### src/rtl/mnist_pio_pkg.sv
// Shared constants and FSM encoding for the HPS<->FPGA PIO responder.
// Image geometry (28x28 words), bus widths and the handshake state set live here.
package mnist_pio_pkg;

  localparam int N_WORDS = 784;
  localparam int ADDR_W  = 10;
  localparam int DATA_W  = 20;
  localparam int CLASS_W = 4;
  localparam int CNT_W   = ADDR_W + 1;

  typedef enum logic [2:0] {
    IDLE  = 3'd0,
    WRITE = 3'd1,
    ACK   = 3'd2,
    RUN   = 3'd3,
    DONE  = 3'd4
  } state_t;

  // Only addresses inside the image land in the input buffer.
  function automatic logic addr_in_range(input logic [ADDR_W-1:0] addr);
    return {1'b0, addr} < CNT_W'(N_WORDS);
  endfunction

endpackage

### src/rtl/pio_sync2.sv
// Two-flop synchronizer for single-bit HPS control lines crossing into clk.
// Cleared by the system reset only, so a synchronised soft reset cannot hold itself.
module pio_sync2 (
  input  logic clk,
  input  logic reset,
  input  logic d,
  output logic q
);

  logic meta;

  always_ff @(posedge clk) begin
    if (reset) begin
      meta <= 1'b0;
      q    <= 1'b0;
    end else begin
      meta <= d;
      q    <= meta;
    end
  end

endmodule

### src/rtl/hps_pio_responder.sv
// FPGA end of the HPS PIO 4-phase handshake: loads one image into the CNN input buffer,
// starts inference, and returns the class. Define HPS_SYNC_EN to synchronise hps_valid/hps_reset.
module hps_pio_responder
  import mnist_pio_pkg::*;
(
  input  logic               clk,
  input  logic               reset,
  input  logic               hps_reset,
  input  logic               hps_valid,
  input  logic [ADDR_W-1:0]  hps_input_addr,
  input  logic [DATA_W-1:0]  hps_input_data,
  output logic               fpga_ack,
  output logic               fpga_done,
  output logic [CLASS_W-1:0] fpga_output_data,
  output logic               buf_we,
  output logic [ADDR_W-1:0]  buf_waddr,
  output logic [DATA_W-1:0]  buf_wdata,
  output logic               cnn_start,
  input  logic               cnn_done,
  input  logic [CLASS_W-1:0] cnn_class
);

  logic valid_s;
  logic hps_reset_s;
  logic rst;

`ifdef HPS_SYNC_EN
  // addr/data are stable by protocol while valid is high, so only the controls cross.
  pio_sync2 u_sync_valid (
    .clk   (clk),
    .reset (reset),
    .d     (hps_valid),
    .q     (valid_s)
  );

  pio_sync2 u_sync_reset (
    .clk   (clk),
    .reset (reset),
    .d     (hps_reset),
    .q     (hps_reset_s)
  );
`else
  assign valid_s     = hps_valid;
  assign hps_reset_s = hps_reset;
`endif

  assign rst = reset | hps_reset_s;

  state_t           state;
  logic [CNT_W-1:0] count;

  // NOTE: reset is synchronous here, so it lives inside the clocked block; all state
  // uses non-blocking assignments so every register samples pre-edge values.
  always_ff @(posedge clk) begin
    if (rst) begin
      state            <= IDLE;
      count            <= '0;
      fpga_ack         <= 1'b0;
      fpga_done        <= 1'b0;
      fpga_output_data <= '0;
      buf_we           <= 1'b0;
      buf_waddr        <= '0;
      buf_wdata        <= '0;
      cnn_start        <= 1'b0;
    end else begin
      buf_we    <= 1'b0;
      cnn_start <= 1'b0;

      case (state)
        IDLE: begin
          if (valid_s) begin
            buf_waddr <= hps_input_addr;
            buf_wdata <= hps_input_data;
            // The strobe is registered on entry so it is high for exactly the WRITE cycle.
            if (addr_in_range(hps_input_addr)) begin
              buf_we <= 1'b1;
              count  <= count + CNT_W'(1);
            end
            state <= WRITE;
          end
        end

        WRITE: begin
          fpga_ack <= 1'b1;
          state    <= ACK;
        end

        ACK: begin
          if (!valid_s) begin
            fpga_ack <= 1'b0;
            if (count == CNT_W'(N_WORDS)) begin
              cnn_start <= 1'b1;
              state     <= RUN;
            end else begin
              state <= IDLE;
            end
          end
        end

        RUN: begin
          if (cnn_done) begin
            fpga_done        <= 1'b1;
            fpga_output_data <= cnn_class;
            state            <= DONE;
          end
        end

        DONE: begin
          // Result is held until the next reset.
        end

        default: state <= IDLE;
      endcase
    end
  end

endmodule
### config.mk
export PLATFORM = sky130hd
export DESIGN_NAME = hps_pio_responder
export DESIGN_NICKNAME = d
export VERILOG_FILES = /design/src/rtl/mnist_pio_pkg.sv /design/src/rtl/pio_sync2.sv /design/src/rtl/hps_pio_responder.sv
export SDC_FILE = /design/constraint.sdc
export NUM_CORES = 1
export LEC_CHECK = 0
export ABC_AREA = 0
export CORE_MARGIN = 4
export CORE_UTILIZATION = 46
export DETAILED_ROUTE_END_ITERATION = 10
export PLACE_DENSITY = 0.91
export RECOVER_POWER = 100
export SLEW_MARGIN = 20
export SYNTH_ARGS = -nofsm -noshare
export SYNTH_HDL_FRONTEND = slang
export SYNTH_HIERARCHICAL = 1
export SYNTH_SLANG_ARGS = --single-unit
### constraint.sdc
create_clock -name clk -period 3.63 [get_ports clk]
set_clock_uncertainty 0.05 [all_clocks]
set_input_delay 1.089 -clock clk [delete_from_list [all_inputs] [get_ports clk]]
set_output_delay 1.089 -clock clk [all_outputs]
set_load 0.05 [all_outputs]
* After elaboration in Yosys (flattened, before gate mapping) *
Index checks and enable logic that the tools add are counted.

word-level totals
  flip-flop bits (word level) = 52
  input port bits = 39
  output and inout port bits = 38
  logic and storage cells = 42

operators by class
  $add $sub $neg = 1
  order comparisons = 1
  equal/unequal tests = 8
  multiplexer cells = 9
  bitwise logic cells = 5
  reductions and logical operators = 9

operators by type and width
  operator                                               count
  one-hot mux 3 bit (5 select lines)                     1
  adder 11 x 1 -> 11 bit, second input constant          1
  equality test 11 x 10 -> 1 bit, second input constant  1
  < comparator 10 bit, second input constant             1
  2-to-1 mux 3 bit                                       3
  equality test 3 x 2 -> 1 bit, second input constant    2
  inequality test 2 bit, second input constant           3
  AND reduction 2 bit                                    3
  OR reduction 3 bit                                     2
  inverter 1 bit                                         4
  AND reduction 4 bit                                    1
  equality test 3 x 1 -> 1 bit, second input constant    1
  equality test 3 bit, second input constant             1
  zero test 3 bit                                        1
  2-to-1 mux 1 bit                                       3
  AND reduction 3 bit                                    1
  2-to-1 mux 2 bit                                       1
  one-hot mux 1 bit (2 select lines)                     1
  nonzero test 2 bit                                     1
  OR 1 bit                                               1

* Depth between registers and ports, before layout *
Gate-level depths: netlist (run 1).

  word-level depth = 4
  depth in mapped cells = 6
  depth with buffers taken out = 6

* Worst setup path after synthesis (run 1) *
OpenSTA, ideal clock, no wires.

  path type = input to register
  start point = input port hps_input_addr[4]
  end point = register count[9]
  setup time = 0.070 ns
  data arrival time = 2.500 ns
  setup slack = 1.010 ns
  stages = 4
  path buffers = 0
  cell sequence = nor4_1 -> o211ai_1 -> or4_1 -> a21oi_1

on the way
  word-level cells in the longest chain between the ends = 2

ends and longest elaborated chain
  element                        line                     RTL
  start: declaration             hps_pio_responder.sv:10  input logic [ADDR_W-1:0] hps_input_addr,
  < comparator 10 bit            mnist_pio_pkg.sv:21      return {1'b0, addr} < CNT_W'(N_WORDS);
  AND reduction 3 bit (no line)  --
  end signal: assignment         hps_pio_responder.sv:77  count <= count + CNT_W'(1);
  end: declaration               hps_pio_responder.sv:50  logic [CNT_W-1:0] count;

No other way between the ends.
A chain may end at the register's enable or synchronous reset.

* Worst setup path in the final report (run 1) *
  start point = input port reset
  end point = register buf_wdata[12]

on the way
  word-level cells in the longest chain between the ends = 1

ends and longest elaborated chain
  element                 line                     RTL
  start: declaration      hps_pio_responder.sv:7   input logic reset,
  OR 1 bit                hps_pio_responder.sv:47  assign rst = reset | hps_reset_s;
  end signal: assignment  hps_pio_responder.sv:73  buf_wdata <= hps_input_data;
  end: declaration        hps_pio_responder.sv:17  output logic [DATA_W-1:0] buf_wdata,

No other way between the ends.

==> flow_metrics.py, run 1 <==
metrics = {
    "timing": {
        "fmax_mhz": 339,
        "fin_crit_ns": 2.95,
        "worst_pin_slew_ns": 0.819,
        "period_share_pct": 81.2,
        "tns_ns": 0,
        "setup_viol": 0,
        "drv_slew": 0,
        "finalHoldViolCount": 0,
        "rsz0062_at_grt": "false",
        "relSlewSlack_pct": 45.4,
        "finalWorstSetupSlack_ns": 0.683,
        "holdWs_ns": 0.404,
    },
    "clock_network": {
        "cts_tree": "done",
        "clkSinkCount": 52,
        "ctsResizeCount": 0,
        "clock_path_buffers": 2,
        "postCtsHoldBufs": 0,
        "cts_root_buf": "clkbuf_8",
        "clkLatencyLatePin_ns": 0.30,
        "h-tree-depth": 2,
        "clkTransAtPathRegs_ns": 0.09,
        "post-cts-setup-buffers": 0,
        "cts_buffers": 5,
    },
    "power_and_ir_drop": {
        "p_clk_share_pct": 33.9,
        "p_total_uw": 1130,
        "p_int_uw": 855,
        "swShare_pct": 24.5,
        "ir_worst_vdd_v": 0.000283,
        "comb_power_share_pct": 14.0,
        "switchingPower_uw": 277,
        "seqPwrFrac_pct": 52.1,
        "cellLeakagePower_uw": 0.00117,
        "pwr_density_cell_nw_per_um2": 389,
    },
    "layout": {
        "num-nets-final": 355,
        "diodes": 0,
        "drive_above_1_share_pct": 4.44,
        "syn_to_final_growth_pct": 45.4,
        "fillCellCount": 332,
    },
    "floorplan": {
        "fp.dieW_um": 74.0,
        "rows": 23,
        "start_util_pct": 48.6,
        "fp.dieH_um": 74.0,
        "dieArea_um2": 5470,
        "fp.coreArea_um2": 4120,
        "io_pins": 77,
    },
    "worst_setup_path": {
        "critical_path.startpoint": "reset",
        "critical_path_peak_fanout": 42,
        "crit_path_end_kind": "flip-flop",
        "crit-reg2reg-launch": "state[0]",
        "cp-start-kind": "input port",
        "arrival_ns": 3.05,
        "rrSetupSlack_ns": 1.77,
        "reg2regPathDepth": 4,
        "required_ns": 3.73,
        "r2r_end": "count[9]",
        "crit_chain": "dlygate4sd3_1 > or2_0 > clkbuf_2 > a21oi_1",
        "critical_path.max_stage_delay_ns": 0.76,
        "worstSetupPathType": "in -> reg",
        "crit_slowest_cell": "clkbuf_2",
    },
    "yosys": {
        "syn_inst": 241,
        "syn_area_um2": 2000,
        "yosys.area.top_type": "dfxtp_1",
        "synth_top_area_share_pct": 52.0,
        "synth_cell_types": 31,
        "synth_area_per_cell_um2": 8.31,
        "ys_ff_latch": 52,
        "yosys_warnings": 6,
        "syn-num-nets": 282,
        "synth.area.top_cells": "dfxtp_1, nand2_1, a21oi_1",
        "synth_seq_area_share_pct": 52.0,
    },
    "worst_hold_path": {
        "hold_path_class": "reg -> reg",
        "min_to": "fpga_done",
        "min-delay-start": "fpga_done",
        "min_path_cells": 2,
    },
    "global_routing": {
        "grtUsageTotal_pct": 18.5,
        "grt_overflow": 0,
        "antenna_found_initial": 0,
        "grt_start_max_net_pins": 43,
        "grt_pass1_vias": 1793,
        "grt_pass1_wl_um": 7930,
    },
    "drt": {
        "post-route-drc-count": 0,
        "drtIter0Drc": 105,
        "routed_wl_um": 4830,
        "detail-route-antenna-nets": 0,
        "drt_pass1_iterations": 4,
        "viasPerCell": 5.17,
        "wl_per_cell_um": 13.2,
        "via_count": 1886,
    },
    "place": {
        "dpl.hpwl_um": 3550,
        "post-place-ws_ns": 0.636,
        "portBuffers": 76,
        "place_congestion": 0.821,
    },
    "outcome": {
        "status": "complete, no violations",
    },
    "job": {
        "max_cap_violations": 0,
    },
}
## power by group through the flow
stage	Sequential, uW	Clock, uW	Combinational, uW
3_5_place_dp	604	0	165
6_report	590	384	159
2_1_floorplan	642	0	47.9
5_1_grt	592	417	172
3_3_place_gp	603	0	163
4_1_cts	590	395	166
## critical path: cells and delay by family
family | cells | cell delay, ns
simple gates | 1 | 0.56
buf+inv | 2 | 1.28
compound gates | 1 | 0.11
## how the worst max path moves through the flow
stage,endpoint,depth (start not counted)
floorplan,count[9],4
global placement,count[10],5
detailed placement,count[9],5
CTS,count[9],5
global route,buf_wdata[8],4
finish,buf_wdata[12],4
## cells by family (layout without fill, tap and decap cells)
family	Yosys count	in the layout	synth area share [%]
adders and majority gates	2	2	1.25
DFF	52	52	52.0
and+or+nand+nor	105	105	23.8
muxes	5	5	2.50
xor gates and xnor gates	4	4	1.75
buffers and inverters	20	94	3.81
AOI/OAI and AO/OA	53	53	14.9
## metrics by stage
stage / instance area (um^2) / std cells / utilization [%]
after floorplan: 2000 / 241 / -
after global placement: 2810 / 357 / 68.2
after detailed placement: 2810 / 357 / 68.2
after CTS: 2910 / 365 / 70.8
after global routing: 2910 / 365 / 70.7
final: 2910 / 365 / 70.7
## metal layers
layer  vias to the layer above  GRT usage, %  routed length, um
met5                         -             0                  0
met2                        68          32.1               2430
met1                       848          21.8               1970
met3                         9          5.27                346
li1                        961             -                  -
met4                         0          6.64                 78
## state kept, by name, indices dropped and copies added (netlist names)
signal,cells
fpga_ack,1
state,3
fpga_done,1
fpga_output_data,4
buf_we,1
buf_waddr,10
count,11
buf_wdata,20
cnn_start,1
## synthesized netlist by cell type (all sizes together)
master / instances
xnor2: 1
or2: 1
o21ai: 6
o211ai: 2
nor4b: 1
o31ai: 2
inv: 5
clkbuf: 13
nand3b: 1
nand3: 3
buf: 2
dfxtp: 52
nor2: 14
nor3: 2
ha: 2
and4: 2
a311o: 1
nand2b: 1
mux2i: 5
and2: 1
or3: 5
a211oi: 2
xor2: 3
nor4: 4
nand4b: 1
a21oi: 38
o2111ai: 2
nand2: 67
or4: 2
## area by class of cell
cell class	instances	area [um^2]	share of cell area [%]
Multi-Input combinational cell	169	885	30.4
Clock inverter	2	35.0	1.20
Inverter	5	18.8	0.645
Clock buffer	6	72.6	2.49
Timing Repair Buffer	81	796	27.3
Sequential cell	52	1040	35.8
Tap cell	50	62.6	2.15
## cell usage in the layout, fill, tap and decap left out
master            n
nand2_1          67
dfxtp_1          52
dlygate4sd3_1    41
a21oi_1          38
clkdlybuf4s50_1  35
nor2_1           14
o21ai_0           6
inv_1             5
mux2i_1           5
or3_1             5
clkbuf_8          5
nor4_1            4
buf_4             4
xor2_1            3
nand3_1           3
o2111ai_1         2
and4_1            2
nor3_1            2
o31ai_1           2
or4_1             2
a211oi_1          2
ha_1              2
or2_0             1
nor4b_4           1
and2_1            1
o211ai_2          1
xnor2_1           1
nand3b_1          1
nand2b_1          1
nand4b_1          1
a311o_1           1
o211ai_1          1
clkinv_2          1
bufinv_16         1
clkbuf_1          1
clkbuf_2          1
No activity file was read; power rests on OpenSTA's default activity.
==> inputs of run 2 (changes only) <==
- CORE_UTILIZATION: 46 -> 39
- PLACE_DENSITY: 0.91 -> 0.83
- clock period: 3.63 -> 2.4 ns (I/O delays scaled with it)
==> flow_metrics.py, run 2 (same netlist as run 1, synthesis figures left out) <==
metrics = {
    "layout": {
        "reg_top3": "buf_wdata x20, count x11, buf_waddr x10",
        "fin_area_um2": 2980,
        "syn_to_final_growth_pct": 48.9,
        "drive_above_1_share_pct": 5.92,
        "num-nets-final": 361,
        "layout.cells.most_common_list": "nand2_1, dfxtp_1, a21oi_1, clkdlybuf4s50_1, dlygate4sd3_1",
        "regMostFlops": "buf_wdata",
        "diodes": 0,
        "largest_reg_flops": 20,
        "finish.utilization_pct": 61.5,
        "fillCellCount": 427,
        "layout_commonest_cell": "nand2_1",
    },
    "global_routing": {
        "grt_pass1_vias": 1885,
        "grt_start_max_net_pins": 36,
        "antenna_found_initial": 0,
        "grtUsageTotal_pct": 16.8,
        "grt_pass1_wl_um": 8580,
        "grt_overflow": 0,
    },
    "drt": {
        "post-route-drc-count": 0,
        "drt_pass1_iterations": 4,
        "via_count": 1866,
        "detail-route-antenna-nets": 0,
        "routed_wl_um": 5000,
        "viasPerCell": 4.81,
        "drtIter0Drc": 118,
        "wl_per_cell_um": 12.9,
    },
    "floorplan": {
        "rows": 25,
        "io_pins": 77,
        "fp.dieW_um": 79.6,
        "fp.coreArea_um2": 4850,
        "dieArea_um2": 6340,
        "fp.dieH_um": 79.6,
        "start_util_pct": 41.3,
    },
    "worst_setup_path": {
        "cp.depth": 1,
        "required_ns": 1.63,
        "cp-start-kind": "flip-flop",
        "worstSetupPathType": "reg -> out",
        "cp_top_family": "buffers and inverters",
        "reg2regPathDepth": 4,
        "arrival_ns": 1.55,
        "crit_buf_inv": 1,
        "crit_path_end_kind": "output port",
        "critical_path_peak_fanout": 2,
        "crit_chain": "dlygate4sd3_1",
        "critical_path.max_stage_delay_ns": 0.90,
        "crit_slowest_cell": "dlygate4sd3_1",
    },
    "worst_hold_path": {
        "hold_path_class": "reg -> reg",
        "min_path_cells": 2,
    },
    "outcome": {
        "status": "complete, no violations",
    },
    "power_and_ir_drop": {
        "swShare_pct": 25.3,
        "seqPwrFrac_pct": 51.1,
        "switchingPower_uw": 442,
        "ir_worst_vdd_v": 0.000308,
        "cellLeakagePower_uw": 0.00119,
        "p_clk_share_pct": 34.8,
        "comb_power_share_pct": 14.2,
        "pwr_density_cell_nw_per_um2": 586,
        "p_int_uw": 1300,
    },
    "job": {
        "max_cap_violations": 0,
    },
    "timing": {
        "rsz0062_at_grt": "false",
        "finalWorstSetupSlack_ns": 0.0791,
        "drv_slew": 0,
        "fmax_mhz": 431,
        "holdWs_ns": 0.393,
        "relSlewSlack_pct": 52.0,
        "period_share_pct": 96.7,
        "finalHoldViolCount": 0,
        "fin_crit_ns": 2.32,
        "worst_pin_slew_ns": 0.720,
        "setup_viol": 0,
    },
    "clock_network": {
        "cts_root_buf": "clkbuf_8",
        "clock_path_buffers": 2,
        "clkTransAtPathRegs_ns": 0.09,
        "h-tree-depth": 2,
        "clkLatencyLatePin_ns": 0.30,
        "cts_buffers": 5,
        "cts_tree": "done",
        "clkSinkCount": 52,
    },
    "place": {
        "place_congestion": 0.867,
        "dpl.hpwl_um": 3610,
        "placed_cell_area_um2": 2870,
        "portBuffers": 76,
        "post-place-ws_ns": -0.219,
    },
}
[run 2: changes by cell type in the layout (fill, tap and decap cells not counted), sizes merged]
| cell | before | now |
|---|---|---|
| clkdlybuf4s50 | 35 | 38 |
| clkinvlp | 0 | 1 |
| clkinv | 1 | 0 |
| clkbuf | 7 | 10 |
| dlygate4sd3 | 41 | 38 |
| inv | 5 | 6 |
| buf | 4 | 6 |
[run 2: final cells by class]
cell class              count  area, um^2  share of cell area, %
inverters                   5        18.8                  0.629
multi-input cells         169         880                   29.5
well taps                  67        83.8                   2.81
clock inverters             3        46.3                   1.55
repair buffers             87         843                   28.3
clock buffers               5        68.8                   2.31
flip-flops and latches     52        1040                   34.9
[run 2: metal layers]
layer	GRT usage (%)	wire length [um]
met2	29.9	2510
met5	0	0
met3	3.95	281
met4	5.67	70
met1	19.6	2140
[run 2: per-stage QoR]
stage	TNS [ns]	total power [uW]	instances
6_report	0	1750	388
5_1_grt	0	1820	388
4_1_cts	0	1780	386
3_5_place_dp	-0.622	1170	378
3_3_place_gp	-0.384	1160	378
2_1_floorplan	0	1040	241
[run 2: repair_timing]
action	CTS	global route
gates resized for setup	0	0
endpoints found under the setup margin	0	1
setup buffers	0	2
hold buffers	0	0
[run 2: worst paths after layout]
| path | startpoint | end | slack, ns |
|---|---|---|---|
| max | fpga_output_data[2] | fpga_output_data[2] | 0.08 |
| min | fpga_done | fpga_done | 0.39 |
| max reg2reg | state[0] | count[9] | 0.60 |
| min reg2reg | fpga_done | fpga_done | 0.39 |
[run 2: power by group through the flow]
stage                     sequential (uW)  clock, uW  combinational [uW]
after global placement                912          0                 252
after CTS                             893        630                 256
after floorplan                       971          0                72.5
after global routing                  895        662                 267
final                                 892        607                 247
after detailed placement              913          0                 255
[run 2: worst min-delay path, cell delays in order (launching register included)]
cell and delay (ns):
dfxtp_1 0.32, inv_1 0.04, a21oi_1 0.05
==> inputs of run 3 (changes only) <==
- CELL_PAD_IN_SITES_DETAIL_PLACEMENT: default -> 1
- CELL_PAD_IN_SITES_GLOBAL_PLACEMENT: default -> 2
- CORE_UTILIZATION: 39 -> 21
- PLACE_DENSITY: 0.83 -> 0.81
- TNS_END_PERCENT: default -> 10
==> flow_metrics.py, run 3 (same netlist as run 1, synthesis figures left out) <==
metrics = {
    "worst_setup_path": {
        "crit_chain": "dlygate4sd3_1",
        "crit-reg2reg-launch": "state[0]",
        "critical_path.max_stage_delay_ns": 0.88,
        "cp_top_family": "buffers and inverters",
        "reg2regPathDepth": 5,
        "rrSetupSlack_ns": 0.54,
        "required_ns": 1.63,
        "cp-start-kind": "flip-flop",
        "worstSetupPathType": "reg -> out",
        "crit_slowest_cell": "dlygate4sd3_1",
        "critical_path_peak_fanout": 2,
        "critical_path.startpoint": "buf_waddr[4]",
        "r2r_end": "count[5]",
        "crit_buf_inv": 1,
        "crit_path_end_kind": "output port",
        "arrival_ns": 1.53,
    },
    "clock_network": {
        "cts_tree": "done",
        "post-cts-setup-buffers": 0,
        "clock_path_buffers": 2,
        "cts_root_buf": "clkbuf_8",
        "clkSinkCount": 52,
        "h-tree-depth": 2,
        "clkTransAtPathRegs_ns": 0.10,
        "cts_buffers": 5,
        "clkLatencyLatePin_ns": 0.31,
    },
    "layout": {
        "fin_cells": 453,
        "reg_top3": "buf_wdata x20, count x11, buf_waddr x10",
        "syn_to_final_growth_pct": 54.2,
        "layout.cells.most_common_list": "nand2_1, dfxtp_1, dlygate4sd3_1, a21oi_1, clkdlybuf4s50_1",
        "regMostFlops": "buf_wdata",
        "num-nets-final": 364,
        "drive_above_1_share_pct": 7.41,
        "diodes": 0,
        "largest_reg_flops": 20,
        "layout_commonest_cell": "nand2_1",
    },
    "power_and_ir_drop": {
        "seqPwrFrac_pct": 51.1,
        "ir_worst_vdd_v": 0.000241,
        "comb_power_share_pct": 14.5,
        "pwr_density_cell_nw_per_um2": 565,
        "p_int_uw": 1300,
        "switchingPower_uw": 447,
        "p_clk_share_pct": 34.3,
        "cellLeakagePower_uw": 0.00120,
        "swShare_pct": 25.6,
        "p_total_uw": 1750,
    },
    "drt": {
        "drtIter0Drc": 45,
        "post-route-drc-count": 0,
        "routed_wl_um": 5870,
        "via_count": 1948,
        "detail-route-antenna-nets": 0,
        "wl_per_cell_um": 13.0,
        "drt_pass1_iterations": 4,
        "viasPerCell": 4.30,
    },
    "place": {
        "dpl.cell_count": 445,
        "portBuffers": 76,
        "post-place-ws_ns": -0.298,
        "dpl.hpwl_um": 4310,
        "place_congestion": 0.749,
    },
    "worst_hold_path": {
        "min_path_cells": 2,
        "hold_path_class": "reg -> reg",
        "min_to": "fpga_done",
        "min-delay-start": "fpga_done",
    },
    "floorplan": {
        "io_pins": 77,
        "dieArea_um2": 11200,
        "fp.dieH_um": 106,
        "fp.coreArea_um2": 9240,
        "rows": 35,
        "start_util_pct": 21.7,
        "fp.dieW_um": 106,
    },
    "timing": {
        "fin_crit_ns": 2.30,
        "fmax_mhz": 434,
        "holdWs_ns": 0.403,
        "period_share_pct": 96.0,
        "relSlewSlack_pct": 41.2,
        "finalHoldViolCount": 0,
        "finalWorstSetupSlack_ns": 0.0962,
        "rsz0062_at_grt": "false",
        "tns_ns": 0,
        "drv_slew": 0,
        "worst_pin_slew_ns": 0.882,
        "setup_viol": 0,
    },
    "global_routing": {
        "grt_start_max_net_pins": 47,
        "grt_pass1_vias": 1984,
        "grt_pass1_wl_um": 9650,
        "grt_overflow": 0,
        "antenna_found_initial": 0,
        "grtUsageTotal_pct": 10.4,
    },
    "outcome": {
        "status": "complete, no violations",
    },
    "job": {
        "max_cap_violations": 0,
    },
}
run 3: layer usage:
metal	part of all wire (%)	track usage [%]
met2	47	17.8
met4	0.66	2.50
met1	44	12.5
met3	7.7	3.80
met5	0	0
run 3: worst max-delay path by stage:
stage,to,slack [ns],depth (start not counted)
floorplan,count[9],0.15,4
detailed placement,count[5],-0.30,7
global route,count[7],0.02,7
CTS,count[7],0.03,7
finish,buf_waddr[4],0.1,1
global placement,count[7],-0.22,7
run 3: final cells by class:
| type | count | area (um^2) |
|---|---|---|
| inverters | 5 | 18.8 |
| flip-flops and latches | 52 | 1040 |
| fillers | 1116 | 6150 |
| multi-input cells | 169 | 900 |
| well taps | 129 | 161 |
| clock inverters | 3 | 42.5 |
| clock buffers | 5 | 68.8 |
| repair buffers | 90 | 856 |
run 3: per-stage QoR:
| step | utilization [%] | cell area (um^2) |
|---|---|---|
| global route | 33.4 | 3090 |
| detailed placement | 32.2 | 2970 |
| floorplan | - | 2000 |
| finish | 33.4 | 3090 |
| global placement | 32.2 | 2970 |
| CTS | 33.4 | 3080 |
run 3: timing repair:
action,in CTS,in global routing
hold buffers,0,0
resized for setup,0,3
setup endpoints to repair,0,6
run 3: power by group through the flow:
stage               Sequential, uW  Combinational, uW  Clock (uW)
floorplan                      971               72.5           0
global placement               913                259           0
detailed placement             914                262           0
CTS                            894                263         632
global route                   896                275         653
finish                         892                254         599
